===== src/rtl/ext_pipe.sv =====
// Pipelined immediate extender with a 2-entry skid buffer on the D->E boundary.
// Optional stall counter output enabled by defining EXT_PIPE_STALL_CNT_EN.
module ext_pipe #(
  parameter int IMM_W  = 16,
  parameter int DATA_W = 32
) (
  input  logic              clk,
  input  logic              reset,
  input  logic              flush,
  input  logic              in_valid,
  output logic              in_ready,
  input  logic [IMM_W-1:0]  in_imm,
  input  logic [1:0]        in_op,
  output logic              out_valid,
  input  logic              out_ready,
  output logic [DATA_W-1:0] out_data,
`ifdef EXT_PIPE_STALL_CNT_EN
  output logic [31:0]       stall_cnt,
`endif
  output logic [1:0]        out_op
);

  localparam logic [1:0] OP_ZERO = 2'd0;
  localparam logic [1:0] OP_SIGN = 2'd1;
  localparam logic [1:0] OP_LUI  = 2'd2;

  generate
    if (DATA_W < IMM_W + 2) begin : g_bad_width
      $error("ext_pipe: DATA_W must be at least IMM_W+2");
    end
  endgenerate

  logic              m_valid, s_valid;
  logic [DATA_W-1:0] m_data, s_data;
  logic [1:0]        m_op, s_op;
  logic [DATA_W-1:0] sext, ext;
  logic              accept, pop;

  // Every op code yields a fully defined result; BROFS reuses the sign extension.
  always_comb begin
    sext = {{(DATA_W-IMM_W){in_imm[IMM_W-1]}}, in_imm};
    ext  = '0;
    case (in_op)
      OP_ZERO: ext = {{(DATA_W-IMM_W){1'b0}}, in_imm};
      OP_SIGN: ext = sext;
      OP_LUI:  ext = {in_imm, {(DATA_W-IMM_W){1'b0}}};
      default: ext = {sext[DATA_W-3:0], 2'b00};
    endcase
  end

  assign in_ready  = !s_valid;
  assign accept    = in_valid && !s_valid;
  assign pop       = m_valid && out_ready;
  assign out_valid = m_valid;
  assign out_data  = m_data;
  assign out_op    = m_op;

  // Skid content is always older than any new accept, so it refills main first.
  always_ff @(posedge clk or posedge reset) begin
    if (reset) begin
      m_valid <= 1'b0;
      s_valid <= 1'b0;
      m_data  <= '0;
      s_data  <= '0;
      m_op    <= '0;
      s_op    <= '0;
    end else if (flush) begin
      m_valid <= 1'b0;
      s_valid <= 1'b0;
    end else if (pop && !accept) begin
      if (s_valid) begin
        m_data  <= s_data;
        m_op    <= s_op;
        s_valid <= 1'b0;
      end else begin
        m_valid <= 1'b0;
      end
    end else if (accept && !pop) begin
      if (!m_valid) begin
        m_data  <= ext;
        m_op    <= in_op;
        m_valid <= 1'b1;
      end else begin
        s_data  <= ext;
        s_op    <= in_op;
        s_valid <= 1'b1;
      end
    end else if (accept && pop) begin
      m_data <= ext;
      m_op   <= in_op;
    end
  end

`ifdef EXT_PIPE_STALL_CNT_EN
  // Counts upstream stall cycles; only reset clears it, it wraps naturally.
  always_ff @(posedge clk or posedge reset) begin
    if (reset)
      stall_cnt <= '0;
    else if (in_valid && !in_ready)
      stall_cnt <= stall_cnt + 32'd1;
  end
`endif

endmodule


===== config.mk =====
export PLATFORM = sky130hd
export DESIGN_NAME = ext_pipe
export DESIGN_NICKNAME = d
export VERILOG_FILES = /design/src/rtl/ext_pipe.sv
export SDC_FILE = /design/constraint.sdc
export NUM_CORES = 1
export LEC_CHECK = 0
export BUFFER_PORTS_ARGS = -buffer_cell sky130_fd_sc_hd__clkbuf_2
export CORE_UTILIZATION = 50
export DETAILED_ROUTE_END_ITERATION = 12
export GPL_ROUTABILITY_DRIVEN = 0
export PLACE_DENSITY = 0.73
export SLEW_MARGIN = 15
export SYNTH_ARGS = -nofsm -noshare
export SYNTH_HDL_FRONTEND = slang
export SYNTH_SLANG_ARGS = --single-unit

===== constraint.sdc =====
create_clock -name clk -period 1.9 [get_ports clk]
set_input_delay 0.19 -clock clk [delete_from_list [all_inputs] [get_ports clk]]
set_output_delay 0.19 -clock clk [all_outputs]
set_load 0.01 [all_outputs]

Word level (Yosys, flattened, before mapping):

Cells that the tools add are included.

* register bits: 70
* bits of input ports: 23
* output and inout port bits: 36
* logic and storage cells: 48

* equality and inequality tests: 5
* multiplexer cells: 19
* bitwise operators: 2
* reductions and logical operators: 16

Operator list (number)
* $mux 32: 5
* $pmux 32 s3: 1
* $mux 2: 5
* $reduce_bool 3->1: 3
* $mux 1: 8
* $reduce_and 4->1: 2
* $ne 3x3->1 const B: 2
* $logic_and 1x1->1: 5
* $reduce_and 2->1: 2
* $logic_not 1->1: 3
* $eq 2x1->1 const B: 1
* $eq 2x2->1 const B: 1
* $logic_not 2->1: 1
* $ne 2x2->1 const B: 1
* $not 1->1: 2

Depth between registers and ports, before layout:

* word-level depth: 6
* depth in mapped cells: 6
* mapped depth without buffers: 4

Worst setup path before layout:

Ideal clock, no wire load.

* path type: register -> register
* from: reg m_valid (netlist: out_valid)
* to: reg s_op[0]
* library setup time: 0.125 ns
* arrival: 1.365 ns
* data required time: 1.775 ns
* setup slack: 0.411 ns
* stages on the path, launching flop included: 5
* path buffers: 1
* period minus slack after synthesis: 1.489 ns
* path through: dfrtp_1 > nor2b_2 > nor3b_2 > buf_4 > mux2_2

* longest elaborated chain between the ends: 4
* elaborated cells on any way between the ends: 6
* classes of those cells: 1 x bitwise; 5 x reduce/logical

RTL lines
* start, declared: line 33 `logic m_valid, s_valid;`
* start signal, assigned: line 61 `m_valid <= 1'b0;`
* start signal, assigned: line 68 `m_valid <= 1'b0;`
* start signal, assigned: line 76 `m_valid <= 1'b0;`
* $logic_and 1x1->1: line 53 `assign pop = m_valid && out_ready;`
* $logic_not 1->1 or $logic_and 1x1->1 (tied branches): line 78, 70
* $logic_and 1x1->1 or $not 1->1 (tied branches)
* $reduce_and 4->1 (no source line) (*)
* end signal, assigned: line 85 `s_op <= in_op;`
* end, declared: line 35 `logic [1:0] m_op, s_op;`

Every way passes the cells marked *; elsewhere a longest branch is shown, timed or not.
A chain may end at the register's enable or synchronous reset.

Final worst setup path:

* from: reg m_valid (netlist: out_valid)
* to: reg s_data[19]

* longest elaborated chain between the ends: 4
* elaborated cells on any way between the ends: 6
* classes of those cells: 1 x bitwise; 5 x reduce/logical

RTL lines
* $logic_and 1x1->1: line 53
* $logic_not 1->1 or $logic_and 1x1->1 (tied branches): line 78, 70
* $logic_and 1x1->1 or $not 1->1 (tied branches)
* $reduce_and 4->1 (no source line) (*)
* end signal, assigned: line 84 `s_data <= ext;`
* end, declared: line 34 `logic [DATA_W-1:0] m_data, s_data;`

Marks and branches as above.

==> flow_metrics.py <==
metrics = {
    "clock_network": {
        "cts_sinks": 70,
        "cts_tree": "done",
        "ctsRootBufferMaster": "clkbuf_8",
        "insertion_delay_ps": 350,
        "numCtsBuffers": 9,
        "cts_max_level": 3,
        "clock_tree.buffer_depth": 2,
        "clk_pin_slew_worst_paths_ps": 70,
        "postCtsResizedCells": 0,
    },
    "timing": {
        "setup_viol": 0,
        "report.final.slew_viol_count": 0,
        "setup_tns_ps": 0,
        "tightestPinTransition_ps": 652,
        "relSlewSlack": 0.565,
        "finClkSkew_ps": 5.39,
        "fmax_ghz": 0.576,
        "rsz0062_at_grt": "no",
        "finalHoldViolations": 0,
        "min_period_ps": 1740,
        "setup_ws_ps": 163,
        "fin_crit_sh": 0.914,
    },
    "route": {
        "detail-route-antenna-nets": 0,
        "wl_mm": 7.45,
        "vias_per_cell": 5.47,
        "drt_first_pass_iters": 4,
        "route.detailed.drc": 0,
        "vias": 2724,
        "wl_per_cell_um": 15.0,
        "drt-initial-drc-count": 174,
    },
    "hold_path": {
        "hold_path_depth": 2,
        "hp-class": "input pin to flop",
        "whs_endpoint": "s_valid",
        "min_from": "out_ready",
    },
    "die": {
        "start_util": 0.515,
        "num_io_pins": 59,
        "die_h_um": 82.7,
        "die_area_um2": 6840,
        "fp.coreArea_um2": 6310,
        "rows": 29,
        "die_x_um": 82.7,
    },
    "pwr": {
        "power_frac_seq": 0.506,
        "combPwrFrac": 0.214,
        "ir_worst_vdd_mv": 0.508,
        "power.net_switching_mw": 1.23,
        "p_int_mw": 2.80,
        "p_clk_frac": 0.280,
        "switching_share": 0.305,
        "leakage_nw": 1.72,
        "powerDensity_nw_per_um2": 1040,
    },
    "critical_path": {
        "worstPathCellList": "nor2b_2, nor3b_4, buf_4, nor2_1, a21oi_1",
        "cpPeakStageDelay_ps": 450,
        "critical_path_class": "flop to flop",
        "critPathArrivalTime_ps": 2010,
        "r2r_slack_ps": 160,
        "r2r_start": "out_valid",
        "r2r-end": "s_data[19]",
        "crit_slowest_cell": "dfrtp_1",
        "critPathMaxFanout": 30,
        "crit_path_end_kind": "flop",
        "cp-start-kind": "flop",
        "r2r_cells": 5,
        "critPathRequiredTime_ps": 2170,
    },
    "logic_synthesis": {
        "ys_seq_area_frac": 0.538,
        "async_flop_share": 1.00,
        "syn_nets": 385,
        "yosys_warnings": 0,
        "synth_cell_types": 27,
        "synthCells": 362,
        "ys.flop_type": "dfrtp_1",
        "ys_ff_latch": 70,
        "synth_edf_count": 0,
        "avgSynthCellArea_um2": 8.99,
        "syn_area_um2": 3250,
    },
    "global_route": {
        "grt_pass1_vias": 2584,
        "grt_max_degree": 63,
        "antenna_found_initial": 0,
        "use_met2": 0.371,
        "top_usage_layer": "met2",
        "grt_pass1_wl_mm": 12.2,
        "grt.met3_usage": 0.0429,
        "grt-ovfl-total": 0,
        "grt_usage": 0.244,
        "met1_usage": 0.322,
    },
    "finish": {
        "diodes": 0,
        "fin_util": 0.610,
        "layout_commonest_cell": "dfrtp_1",
        "synthToLayoutAreaGrowth_pct": 18.3,
        "drive_gt1_frac": 0.219,
        "fin_nets": 439,
        "final_cell_mix": "dfrtp_1 (70), a21oi_1 (59), clkbuf_2 (58)",
    },
    "place": {
        "place_hpwl_mm": 5.09,
        "place_ws_ps": 212,
        "port_buffers": 58,
    },
    "job": {
        "cap_viol_max_count": 0,
    },
    "run_status": {
        "status": "completed",
    },
}
how the worst max path moves through the flow:
| stage | start | slack, ps | to | depth (start not counted) |
|---|---|---|---|---|
| 3_3_place_gp | out_valid | 300 | s_data[12] | 5 |
| 3_5_place_dp | out_valid | 210 | s_data[8] | 5 |
| 5_1_grt | out_valid | 5 | s_data[11] | 5 |
| 4_1_cts | out_valid | 170 | s_data[19] | 5 |
| 2_1_floorplan | out_valid | 410 | s_op[0] | 4 |
| 6_report | out_valid | 160 | s_data[19] | 5 |
layout make-up:
class	count	area [um^2]
sequential	70	1750
tap	77	96.3
multi-input combinational	260	1370
timing repair buffer	68	418
clock buffer	13	169
fill	584	2460
inverter	7	30.0
clock inverter	3	17.5
power by group through the flow:
stage	logic, mW	registers (mW)	clock network [mW]
3_3_place_gp	0.832	2.05	0
2_1_floorplan	0.475	2.09	0
5_1_grt	0.992	2.08	1.21
6_report	0.860	2.03	1.13
3_5_place_dp	0.863	2.06	0
4_1_cts	0.871	2.03	1.15
critical path: cells and delay by family (launching register included):
| family | cells | cell delay [ps] |
|---|---|---|
| AO/OA/AOI/OAI | 1 | 140 |
| flip-flops | 1 | 450 |
| AND/OR/NAND/NOR | 3 | 700 |
| buffers and inverters | 1 | 360 |
flip-flops by register name, indices dropped and copies added, names as in the netlist:
name / cells
out_data: 32
out_op: 2
out_valid: 1
s_data: 32
s_op: 2
s_valid: 1
metrics by stage:
stage / cells / power, mW / hold WS [ps] / area, um^2
floorplan: 362 / 2.57 / 253 / 3260
global placement: 481 / 2.88 / 269 / 3650
detailed placement: 481 / 2.92 / 274 / 3650
CTS: 498 / 4.05 / 78.2 / 3850
global route: 498 / 4.28 / 102 / 3850
finish: 498 / 4.02 / 84.4 / 3850
per-layer routing:
| metal | wire length, um | share of wire | vias up |
|---|---|---|---|
| met5 | 0 | 0 | - |
| met4 | 260 | 0.035 | 0 |
| met3 | 267 | 0.036 | 23 |
| met2 | 3510 | 0.47 | 68 |
| met1 | 3420 | 0.46 | 1304 |
| li1 | - | - | 1329 |
cells by family after synthesis:
family,after synthesis,synth area share
AO/OA/AOI/OAI,131,0.210
flip-flops,70,0.538
multiplexers,4,0.0138
AND/OR/NAND/NOR,125,0.193
buffers and inverters,32,0.0454
timing repair:
item / CTS / global route
endpoints found under the setup margin: 0 / 0
hold buffers: 1 / 0
setup buffers: 0 / 0
hold endpoints to repair: 25 / 0
synth_stat cells (2+ instances only):
cell      instances  area share
dfrtp_1          70        0.54
a21oi_1          59       0.091
o21ai_0          46       0.071
nand2_1          37       0.043
nor2_1           34       0.039
and2_1           29       0.056
o21ai_1          15       0.023
nor2b_1          14       0.027
clkbuf_1         12       0.014
buf_2            10       0.015
inv_1             7      0.0081
a31oi_1           5      0.0096
mux2_2            4       0.014
nand3b_1          4      0.0092
buf_4             2      0.0046
nor2b_2           2      0.0054
o211ai_1          2      0.0046
No activity file was read; power rests on OpenSTA's default activity.
